===== config.mk =====
export PLATFORM = sky130hd
export DESIGN_NAME = nibble_serial_adder
export DESIGN_NICKNAME = d
export VERILOG_FILES = /design/src/rtl/nibble_serial_adder.sv
export SDC_FILE = /design/constraint.sdc
export NUM_CORES = 1
export LEC_CHECK = 0
export BUFFER_PORTS_ARGS = -buffer_cell sky130_fd_sc_hd__buf_2
export CORE_MARGIN = 8
export CORE_UTILIZATION = 50
export DETAILED_ROUTE_END_ITERATION = 16
export PLACE_DENSITY = 0.75
export SLEW_MARGIN = 5
export SYNTH_ARGS = -nofsm -noshare
export SYNTH_HDL_FRONTEND = slang
export SYNTH_SLANG_ARGS = --single-unit

===== constraint.sdc =====
create_clock -name clk -period 4.3 [get_ports clk]
set_input_delay 1.29 -clock clk [delete_from_list [all_inputs] [get_ports clk]]
set_output_delay 1.29 -clock clk [all_outputs]
set_load 0.02 [all_outputs]

===== src/rtl/nibble_serial_adder.sv =====
//------------------------------------------------------------------------------
// Module      : nibble_serial_adder
// Description : WIDTH-bit adder that reuses one 4-bit ripple slice per cycle,
//               LSB nibble first. Optional subtract mode: NIBBLE_SERIAL_ADDER_SUB_EN.
// Revision    : 1.0 - initial release
//------------------------------------------------------------------------------
`default_nettype none

module nibble_serial_adder #(
    parameter int WIDTH = 16
) (
    input  logic             clk,
    input  logic             rst,
    input  logic             in_valid,
    output logic             in_ready,
    input  logic [WIDTH-1:0] a,
    input  logic [WIDTH-1:0] b,
    input  logic             cin,
`ifdef NIBBLE_SERIAL_ADDER_SUB_EN
    input  logic             sub,
`endif
    output logic             out_valid,
    input  logic             out_ready,
    output logic [WIDTH-1:0] sum,
    output logic             cout,
    output logic             busy
);

    localparam int c_NNIB  = WIDTH / 4;
    localparam int c_CNT_W = (c_NNIB > 1) ? $clog2(c_NNIB) : 1;
    localparam logic [c_CNT_W-1:0] c_LAST = c_CNT_W'(c_NNIB - 1);

    localparam logic [1:0] c_S_IDLE = 2'd0;
    localparam logic [1:0] c_S_RUN  = 2'd1;
    localparam logic [1:0] c_S_DONE = 2'd2;

    generate
        if ((WIDTH % 4) != 0 || WIDTH < 4) begin : g_width_check
            $error("nibble_serial_adder: WIDTH must be a multiple of 4 and >= 4");
        end
    endgenerate

    logic [1:0]         r_state;
    logic [1:0]         w_state_next;
    logic [c_CNT_W-1:0] r_cnt;
    logic               r_carry;
    logic [WIDTH-1:0]   r_a;
    logic [WIDTH-1:0]   r_b;
    logic [WIDTH-1:0]   r_sum;
    logic               r_cout;

    logic [WIDTH-1:0]   w_b_load;
    logic               w_c_load;
    logic [3:0]         w_na;
    logic [3:0]         w_nb;
    logic [3:0]         w_s4;
    logic [4:0]         w_c;

`ifdef NIBBLE_SERIAL_ADDER_SUB_EN
    // Two's-complement subtract: invert B and force a carry-in of one.
    assign w_b_load = sub ? ~b : b;
    assign w_c_load = sub ? 1'b1 : cin;
`else
    assign w_b_load = b;
    assign w_c_load = cin;
`endif

    assign w_na   = r_a[{r_cnt, 2'b00} +: 4];
    assign w_nb   = r_b[{r_cnt, 2'b00} +: 4];
    assign w_c[0] = r_carry;

    genvar gi;
    generate
        for (gi = 0; gi < 4; gi++) begin : g_fa
            assign w_s4[gi]    = w_na[gi] ^ w_nb[gi] ^ w_c[gi];
            assign w_c[gi + 1] = (w_na[gi] & w_nb[gi]) | (w_c[gi] & (w_na[gi] ^ w_nb[gi]));
        end
    endgenerate

    always_ff @(posedge clk) begin
        if (rst) begin
            r_state <= c_S_IDLE;
        end else begin
            r_state <= w_state_next;
        end
    end

    always_comb begin
        w_state_next = r_state;
        case (r_state)
            c_S_IDLE: if (in_valid)         w_state_next = c_S_RUN;
            c_S_RUN:  if (r_cnt == c_LAST)  w_state_next = c_S_DONE;
            c_S_DONE: if (out_ready)        w_state_next = c_S_IDLE;
            default:                        w_state_next = c_S_IDLE;
        endcase
    end

    always_ff @(posedge clk) begin
        if (rst) begin
            r_cnt   <= '0;
            r_carry <= 1'b0;
            r_a     <= '0;
            r_b     <= '0;
            r_sum   <= '0;
            r_cout  <= 1'b0;
        end else begin
            case (r_state)
                c_S_IDLE: begin
                    if (in_valid) begin
                        r_a     <= a;
                        r_b     <= w_b_load;
                        r_carry <= w_c_load;
                        r_cnt   <= '0;
                    end
                end
                c_S_RUN: begin
                    r_sum[{r_cnt, 2'b00} +: 4] <= w_s4;
                    r_carry                    <= w_c[4];
                    if (r_cnt == c_LAST) begin
                        r_cout <= w_c[4];
                        r_cnt  <= '0;
                    end else begin
                        r_cnt  <= r_cnt + 1'b1;
                    end
                end
                default: ;
            endcase
        end
    end

    assign in_ready  = (r_state == c_S_IDLE);
    assign out_valid = (r_state == c_S_DONE);
    assign busy      = (r_state != c_S_IDLE);
    assign sum       = r_sum;
    assign cout      = r_cout;

endmodule

`default_nettype wire

==> out/qor.yml, run 1 <==
run_status:
  status: "finished clean"
floorplan:
  core_area_um2: 4720
  dieArea_um2: 7380
  floorplan.die.width_um: 85.9
  rows: 25
  ios: 57
  die_height_um: 85.9
  initial_core_util_pct: 51.7
cts:
  clockBufferDepth: 2
  worstSkewPairLatency_ns: 0.31
  tritoncts: "built"
  holdBufCountCts: 0
  cts_max_level: 2
  numCtsBuffers: 5
  numClockSinks: 54
  clk_pin_slew_worst_paths_ns: 0.09
  cts_resized: 0
  cts_setup_buffers: 0
  root_buffer: "clkbuf_8"
yosys:
  ys_ff_latch: 54
  yosysTopAreaCellShare_pct: 44.2
  yosysSeqAreaShare_pct: 44.2
  synth_mux_area_share_pct: 7.37
  synth_fa_ha_area_share_pct: 6.35
  syn_inst: 275
  yosysUniqueCellTypes: 30
  synth_area_um2: 2440
  post-synth-top-area-cell: "dfxtp_1"
  synthSimpleGateAreaFrac_pct: 22.7
  synth-xor-area-share_pct: 0
  synth_top_family_by_area: "simple AND/OR/NAND/NOR gates"
  avgSynthCellArea_um2: 8.89
  synth_compound_area_share_pct: 13.8
  yosysWarningCount: 0
  syn_nets: 322
  ys_top_cells_by_area: "dfxtp_1, nand2_1, a21oi_1, mux4_2, fa_1"
sta:
  setup_viol: 0
  setup_ws_ns: 1.11
  hold_violations: 0
  worst_slew_pin_slew_ns: 1.10
  fmax_mhz: 314
  relSlewSlack_pct: 26.6
  fin_skew_ns: 0.00638
  fin_tns_setup_ns: 0
  fin_crit_sh_pct: 74.1
  finalMaxSlewViolations: 0
  timing.final.crit_period_ns: 3.19
  rsz0062_at_grt: "no"
global_routing:
  overflow: 0
  grt_pass1_wl_mm: 9.17
  grt_usage_pct: 15.3
  grt_max_degree: 61
  antenna_found_initial: 0
  grt_pass1_vias: 2056
power:
  clkPwrFrac_pct: 28.9
  p_leak_nw: 1.14
  swShare_pct: 27.4
  switchingPower_mw: 0.265
  power_frac_seq_pct: 55.8
  peakVddDrop_uv: 261
  p_int_mw: 0.703
  combPwrFrac_pct: 15.3
  powerDensity_nw_per_um2: 342
routing:
  vias_per_cell: 5.09
  vias: 1979
  drt-total-wl_mm: 5.40
  routedWlPerCell_um: 13.9
  drt-initial-drc-count: 119
  ant_nets: 0
  first_pass_iters: 4
  drc: 0
placed_design:
  place_inst: 381
  dp_worst_setup_slack_ns: 1.13
  place_hpwl_mm: 3.92
  gp_congestion: 0.808
  port-buffer-count: 56
final_layout:
  drive_gt1_share_pct: 24.5
  area_delta_synth_final_pct: 15.8
  antenna_cells: 0
  final_cells: 389
  fin_nets: 368
worst_setup_path:
  end_kind: "register"
  startpoint_type: "register"
  cp_max_fo: 14
  cp.required_ns: 4.53
  crit_arrival_ns: 3.42
  crit_type: "register to register"
min_path:
  hold_class: "register to register"
flow_run:
  maxCapViolCount: 0
==> synthesized netlist by cell type <==
cell      number
o221a_2        1
and2_1         2
nor3b_2        1
nand2_1       74
nand2b_1       9
inv_1         15
or4b_1         1
o21ai_0        2
buf_2          6
a21oi_1       46
buf_1          1
dfxtp_1       54
o32ai_2        2
clkbuf_1      10
or2_2          1
nand4_1        4
nand4b_2       1
nor2b_1        4
buf_4          1
mux4_2         8
o32ai_1        6
nand4b_1       3
nor2_1         4
fa_1           4
nor3b_4        1
ha_1           6
nand3b_1       3
or3b_1         1
and3b_1        1
nand3_1        3
==> critical path: stages, from the launching register on <==
cell	delay [ns]
dfxtp_1	0.40
buf_4	0.26
mux4_2	0.52
inv_1	0.09
fa_1	0.17
inv_1	0.05
fa_1	0.36
inv_1	0.09
fa_1	0.49
or4b_1	0.53
a21oi_1	0.15
==> registers in the layout, summed over array words and instances, names as in the netlist <==
register  flops
cout          1
r_a          16
r_b          16
r_carry       1
r_cnt         2
r_state       2
sum          16
==> cell families (layout without fill, tap and decap cells) <==
| logic type | after synthesis | count (layout) |
|---|---|---|
| mux | 8 | 8 |
| flops | 54 | 54 |
| simple gates | 113 | 113 |
| buf+inv | 33 | 80 |
| compound gates | 57 | 57 |
| fa+ha+maj | 10 | 10 |
==> per-stage QoR <==
stage | instance area [um^2] | utilization, % | hold slack, ns | power [mW]
6_report | 2830 | 59.9 | 0.452 | 0.969
3_5_place_dp | 2740 | 58.1 | 0.440 | 0.701
4_1_cts | 2830 | 59.9 | 0.453 | 0.974
5_1_grt | 2830 | 59.9 | 0.475 | 1.02
3_3_place_gp | 2740 | 58.1 | 0.436 | 0.697
2_1_floorplan | 2440 | - | 0.433 | 0.654
==> worst paths after layout <==
path | startpoint | to | slack (ns) | depth (start not counted)
setup / recovery | r_cnt[0] | sum[10] | 1.11 | 10
hold / removal | sum[8] | sum[8] | 0.45 | 2
setup reg to reg | r_cnt[0] | sum[10] | 1.11 | 10
hold reg to reg | sum[8] | sum[8] | 0.45 | 2
==> layout make-up <==
type	instances	area (um^2)
fillers	440	1890
clock buffers	6	72.6
clock inverters	2	13.8
multi-input cells	188	1230
well taps	67	83.8
inverters	15	56.3
repair buffers	57	288
flip-flops and latches	54	1080
==> power by group through the flow <==
| stage | sequential [mW] | combinational [mW] | clock (mW) |
|---|---|---|---|
| finish | 0.541 | 0.148 | 0.280 |
| global route | 0.544 | 0.167 | 0.311 |
| CTS | 0.541 | 0.150 | 0.284 |
| detailed placement | 0.552 | 0.149 | 0 |
| global placement | 0.552 | 0.146 | 0 |
| floorplan | 0.548 | 0.107 | 0 |
==> metal layers <==
layer / track usage (%) / up-vias / part of all wire (%)
met4: 3.82 / 0 / 1.1
met5: 0 / - / 0
met1: 18.1 / 910 / 45
li1: - / 1021 / -
met2: 25.5 / 41 / 48
met3: 5.35 / 7 / 5.1
==> cells in the final DEF (no fill, tap or decap) <==
cell type	synthesis	routed
nand2_1	74	74
buf_2	6	56
dfxtp_1	54	54
a21oi_1	46	46
inv_1	15	15
nand2b_1	9	9
mux4_2	8	8
o32ai_1	6	6
ha_1	6	6
clkbuf_8	0	5
nor2b_1	4	4
nor2_1	4	4
nand4_1	4	4
fa_1	4	4
nand3_1	3	3
nand3b_1	3	3
nand4b_1	3	3
nor3b_4	1	2
and2_1	2	2
o32ai_2	2	2
o21ai_0	2	2
or2_2	1	1
or3b_1	1	1
and3b_1	1	1
o221a_2	1	1
or4b_1	1	1
nand4b_2	1	1
clkinv_2	0	1
clkbuf_1	10	1
clkinv_4	0	1
buf_4	1	1
No activity file was read; power rests on OpenSTA's default activity.
==> inputs of run 2 (changes only) <==
CORE_UTILIZATION = 48   (was 50)
clock period = 2.75 ns   (was 4.3 ns; I/O delays follow)
==> run 2 against run 1 <==
Utilization shrank 0.25 points. Die area grew 3.4%. Final cell count grew 3.3%. Power grew 66%. Highest routed layer unchanged.
==> out/qor.yml, run 2 (synthesis gave the netlist of run 1 again) <==
run_status:
  status: "finished clean"
min_path:
  hold_start: "sum[4]"
  hold_class: "register to register"
  hold_depth: 2
  min_to: "sum[4]"
sta:
  worst_slew_pin_slew_ns: 0.647
  hold_violations: 0
  finalMaxSlewViolations: 0
  rsz0062_at_grt: "yes"
  relSlewSlack_pct: 56.9
  setup_viol: 0
  timing.final.crit_period_ns: 2.72
  fmax_mhz: 367
  setup_ws_ns: 0.0286
  fin_crit_sh_pct: 99.0
  fin_skew_ns: 0.00432
placed_design:
  port-buffer-count: 56
  place_hpwl_mm: 4.05
  gp_congestion: 0.839
  dp_worst_setup_slack_ns: 0.0131
worst_setup_path:
  timing.rr.end: "sum[10]"
  startpoint_type: "register"
  crit_type: "register to register"
  cp.required_ns: 3.00
  crit_arrival_ns: 2.97
  cp_max_fo: 4
  r2r_cells: 9
  r2r-start: "r_cnt[0]"
  end_kind: "register"
  r2r_slack_ns: 0.03
global_routing:
  grt_usage_pct: 14.7
  antenna_found_initial: 0
  overflow: 0
  grt_pass1_wl_mm: 8.92
  grt_pass1_vias: 1958
  grt_max_degree: 36
final_layout:
  fin_nets: 378
  postLayoutCoreUtil_pct: 59.6
  area_delta_synth_final_pct: 22.3
  mostFrequentLayoutCells: "nand2_1, buf_2, dfxtp_1, a21oi_1"
  drive_gt1_share_pct: 31.9
  mostFrequentLayoutCell: "nand2_1"
  antenna_cells: 0
routing:
  vias: 2028
  ant_nets: 0
  drt-initial-drc-count: 102
  first_pass_iters: 4
  routedWlPerCell_um: 13.3
  drc: 0
  drt-total-wl_mm: 5.35
  vias_per_cell: 5.04
floorplan:
  initial_core_util_pct: 48.8
  die_height_um: 87.4
  core_area_um2: 5010
  dieArea_um2: 7630
  floorplan.die.width_um: 87.4
  ios: 57
  rows: 26
cts:
  clockBufferDepth: 2
  holdBufCountCts: 0
  clk_pin_slew_worst_paths_ns: 0.09
  tritoncts: "built"
  numCtsBuffers: 5
  worstSkewPairLatency_ns: 0.30
  root_buffer: "clkbuf_8"
  numClockSinks: 54
  cts_max_level: 2
power:
  p_leak_nw: 1.21
  peakVddDrop_uv: 426
  powerDensity_nw_per_um2: 538
flow_run:
  maxCapViolCount: 0
==> run 2: cell count changes in the layout (fill, tap and decap cells not counted), moves of 2 or more <==
cell | before | now
a21oi_1 | 46 | 43
fa_1 | 4 | 0
o32ai_1 | 6 | 4
clkbuf_8 | 5 | 8
inv_1 | 15 | 10
a21oi_2 | 0 | 3
inv_2 | 0 | 5
fa_2 | 0 | 4
buf_4 | 1 | 10
o32ai_2 | 2 | 4
==> run 2: worst max-delay path by stage <==
stage               slack (ns)  depth (start not counted)  startpoint      end
floorplan                 -0.1                         10    r_cnt[0]  sum[10]
global placement          0.09                          9    r_cnt[0]  sum[10]
detailed placement        0.01                          9    r_cnt[0]  sum[10]
CTS                       0.02                          9    r_cnt[0]  sum[10]
global route             -0.04                          9    r_cnt[0]  sum[10]
finish                    0.03                          9    r_cnt[0]  sum[10]
==> run 2: routing by layer <==
layer / global-route usage [%] / wire length, um / vias up
met3: 3.77 / 269 / 7
met4: 4.22 / 53 / 0
li1: - / - / 1040
met5: 0 / 0 / -
met1: 17.9 / 2390 / 933
met2: 24.8 / 2650 / 48
==> run 2: stage by stage <==
step	cell area [um^2]	cells	TNS, ns	power (mW)	hold slack, ns
2_1_floorplan	2460	275	-0.0964	1.03	0.433
3_3_place_gp	2830	392	0	1.11	0.438
3_5_place_dp	2830	392	0	1.11	0.443
4_1_cts	2950	401	0	1.60	0.455
5_1_grt	2990	402	-0.0722	1.68	0.475
6_report	2990	402	0	1.61	0.450
==> run 2: report_power, final <==
group | switching (mW) | total, mW | internal [mW]
Clock | 0.247 | 0.502 | 0.255
Combinational | 0.140 | 0.261 | 0.121
Sequential | 0.0248 | 0.843 | 0.819
Total | 0.412 | 1.61 | 1.19
==> run 2: cell type report <==
type	instances	area, um^2
fill	467	2020
clock buffer	8	110
inverter	15	56.3
tap	70	87.6
sequential	54	1080
timing repair buffer	67	375
multi-input combinational	188	1270
==> run 2: critical path, cell delays in order (launching register included) <==
cell and delay, ns:
dfxtp_4 0.38, mux4_2 0.51, inv_2 0.08, fa_2 0.18, inv_2 0.04, fa_2 0.32, inv_2 0.06, fa_2 0.43
or4b_4 0.53, a21oi_2 0.13
==> run 2: repair_timing <==
item                       CTS  global route
setup buffers                1             1
pin swaps                    0             8
gates cloned                 0             0
setup endpoints to repair    1             4
hold endpoints to repair     0             0
gates resized for setup      1            10
==> inputs of run 3 (changes only) <==
CORE_MARGIN = unset   (was 8)
==> run 3 against run 2 <==
Non-clock buffer count decreased by 2. Power decreased by 5.5%. Maximum frequency decreased by 0.98%. Via count unchanged. Critical path depth unchanged. Clock skew increased by 0.0035 ns. Critical path type unchanged. Critical endpoint unchanged. Largest cell class unchanged.
==> out/qor.yml, run 3 (synthesis gave the netlist of run 1 again) <==
run_status:
  status: "finished clean"
final_layout:
  mostFrequentLayoutCell: "nand2_1"
  multiInputGateArea_um2: 1240
  drive_gt1_share_pct: 28.8
  fin_nets: 376
  final_area_um2: 2900
  regArea_um2: 1080
  fillerInstances: 455
  antenna_cells: 0
  mostFrequentLayoutCells: "nand2_1, buf_2, dfxtp_1, a21oi_1, inv_1"
  area_delta_synth_final_pct: 18.5
  postLayoutCoreUtil_pct: 60.1
cts:
  cts_max_level: 2
  tritoncts: "built"
  root_buffer: "clkbuf_8"
  numClockSinks: 54
  numCtsBuffers: 5
  clk_pin_slew_worst_paths_ns: 0.09
  clockBufferDepth: 2
  worstSkewPairLatency_ns: 0.31
floorplan:
  die_height_um: 73.4
  dieArea_um2: 5380
  floorplan.die.width_um: 73.4
  ios: 57
  rows: 25
  core_area_um2: 4820
  initial_core_util_pct: 50.7
power:
  power_frac_seq_pct: 55.5
  p_int_mw: 1.11
  combPwrFrac_pct: 16.8
  p_leak_nw: 1.17
  switchingPower_mw: 0.404
  powerDensity_nw_per_um2: 524
  clkPwrFrac_pct: 27.7
  peakVddDrop_uv: 268
  swShare_pct: 26.6
min_path:
  hold_class: "register to register"
  hold_start: "sum[5]"
  hold_depth: 2
  min_to: "sum[5]"
placed_design:
  port-buffer-count: 56
  gp_congestion: 0.826
  place_area_um2: 2800
  dp_worst_setup_slack_ns: -0.0169
  place_hpwl_mm: 3.71
worst_setup_path:
  crit_arrival_ns: 2.98
  crit_type: "register to register"
  cp_max_fo: 5
  worstSetupStartpoint: "r_cnt[0]"
  slowest_delay_ns: 0.53
  r2r-start: "r_cnt[0]"
  cp.required_ns: 2.98
  crit_chain: "mux4_2 -> inv_2 -> fa_2 -> inv_2 -> fa_2 -> inv_2 -> fa_2 -> or4b_1 -> a21oi_1"
  timing.rr.end: "sum[10]"
  end_kind: "register"
  r2r_cells: 9
  startpoint_type: "register"
  r2r_slack_ns: 0.002
  slowest_stage: "or4b_1"
sta:
  setup_viol: 0
  setup_ws_ns: 0.00167
  fmax_mhz: 364
  relSlewSlack_pct: 29.0
  whs_ns: 0.453
  finalMaxSlewViolations: 0
  fin_crit_sh_pct: 99.9
  rsz0062_at_grt: "yes"
  hold_violations: 0
  fin_skew_ns: 0.00779
  timing.final.crit_period_ns: 2.75
  worst_slew_pin_slew_ns: 1.07
  fin_tns_setup_ns: 0
global_routing:
  antenna_found_initial: 0
  grt_pass1_vias: 1873
  grt_usage_pct: 20.8
  overflow: 0
  grt_max_degree: 38
  grt_pass1_wl_mm: 8.54
routing:
  vias: 2028
  vias_per_cell: 5.11
  ant_nets: 0
  drt-total-wl_mm: 5.24
  drt-initial-drc-count: 104
  routedWlPerCell_um: 13.2
  first_pass_iters: 4
  drc: 0
flow_run:
  maxCapViolCount: 0
[run 3: cell types whose count changed in the layout (fill, tap and decap cells not counted)]
cell	change
clkbuf_8	-3
buf_12	-1
buf_4	-1
clkbuf_1	+3
a21oi_1	+3
o32ai_2	-2
or4b_1	+1
or4b_4	-1
o32ai_1	+2
a21oi_2	-3
[run 3: area by class of cell]
class                           count  share of cell area, %
Multi-Input combinational cell    188                   42.9
Inverter                           15                   1.94
Sequential cell                    54                   37.5
Clock buffer                        8                   2.76
Timing Repair Buffer               65                   12.0
Tap cell                           67                   2.89
[run 3: worst max-delay path: cells and delay by family (launching register included)]
family          cells  cell delay (ns)
compound gates      1             0.12
mux                 1             0.50
buf+inv             3             0.18
flops               1             0.39
fa+ha+maj           3             0.94
simple gates        1             0.53
[run 3: worst max-delay path by stage]
| stage | slack, ns | to | cells after the start |
|---|---|---|---|
| global route | -0.07 | sum[10] | 9 |
| detailed placement | -0.02 | sum[10] | 9 |
| finish | 0.002 | sum[10] | 9 |
| floorplan | -0.1 | sum[10] | 10 |
| CTS | 0.002 | sum[10] | 9 |
| global placement | 0.06 | sum[10] | 9 |
[run 3: power by group through the flow]
stage	Sequential (mW)	Clock, mW	Combinational (mW)
global route	0.848	0.463	0.282
global placement	0.860	0	0.242
finish	0.843	0.421	0.255
detailed placement	0.861	0	0.247
CTS	0.842	0.431	0.253
floorplan	0.857	0	0.171
[run 3: stage by stage]
stage	cells	total power, mW
finish	397	1.52
global route	397	1.59
CTS	397	1.53
detailed placement	387	1.11
global placement	387	1.10
floorplan	275	1.03
[run 3: layer usage]
metal  part of all wire [%]  track usage, %  routed length, um
met3                    3.4            4.25                177
met1                     48            27.0               2490
met5                      0               0                  0
met2                     48            35.3               2510
met4                    1.1            5.77                 57
[run 3: what timing repair did]
| item | 4_1_cts | 5_1_grt |
|---|---|---|
| pin swaps | 1 | 4 |
| setup buffers | 2 | 0 |
| resized for setup | 0 | 5 |
| hold endpoints to repair | 0 | 0 |
| setup endpoints to repair | 1 | 4 |
| hold buffers | 0 | 0 |
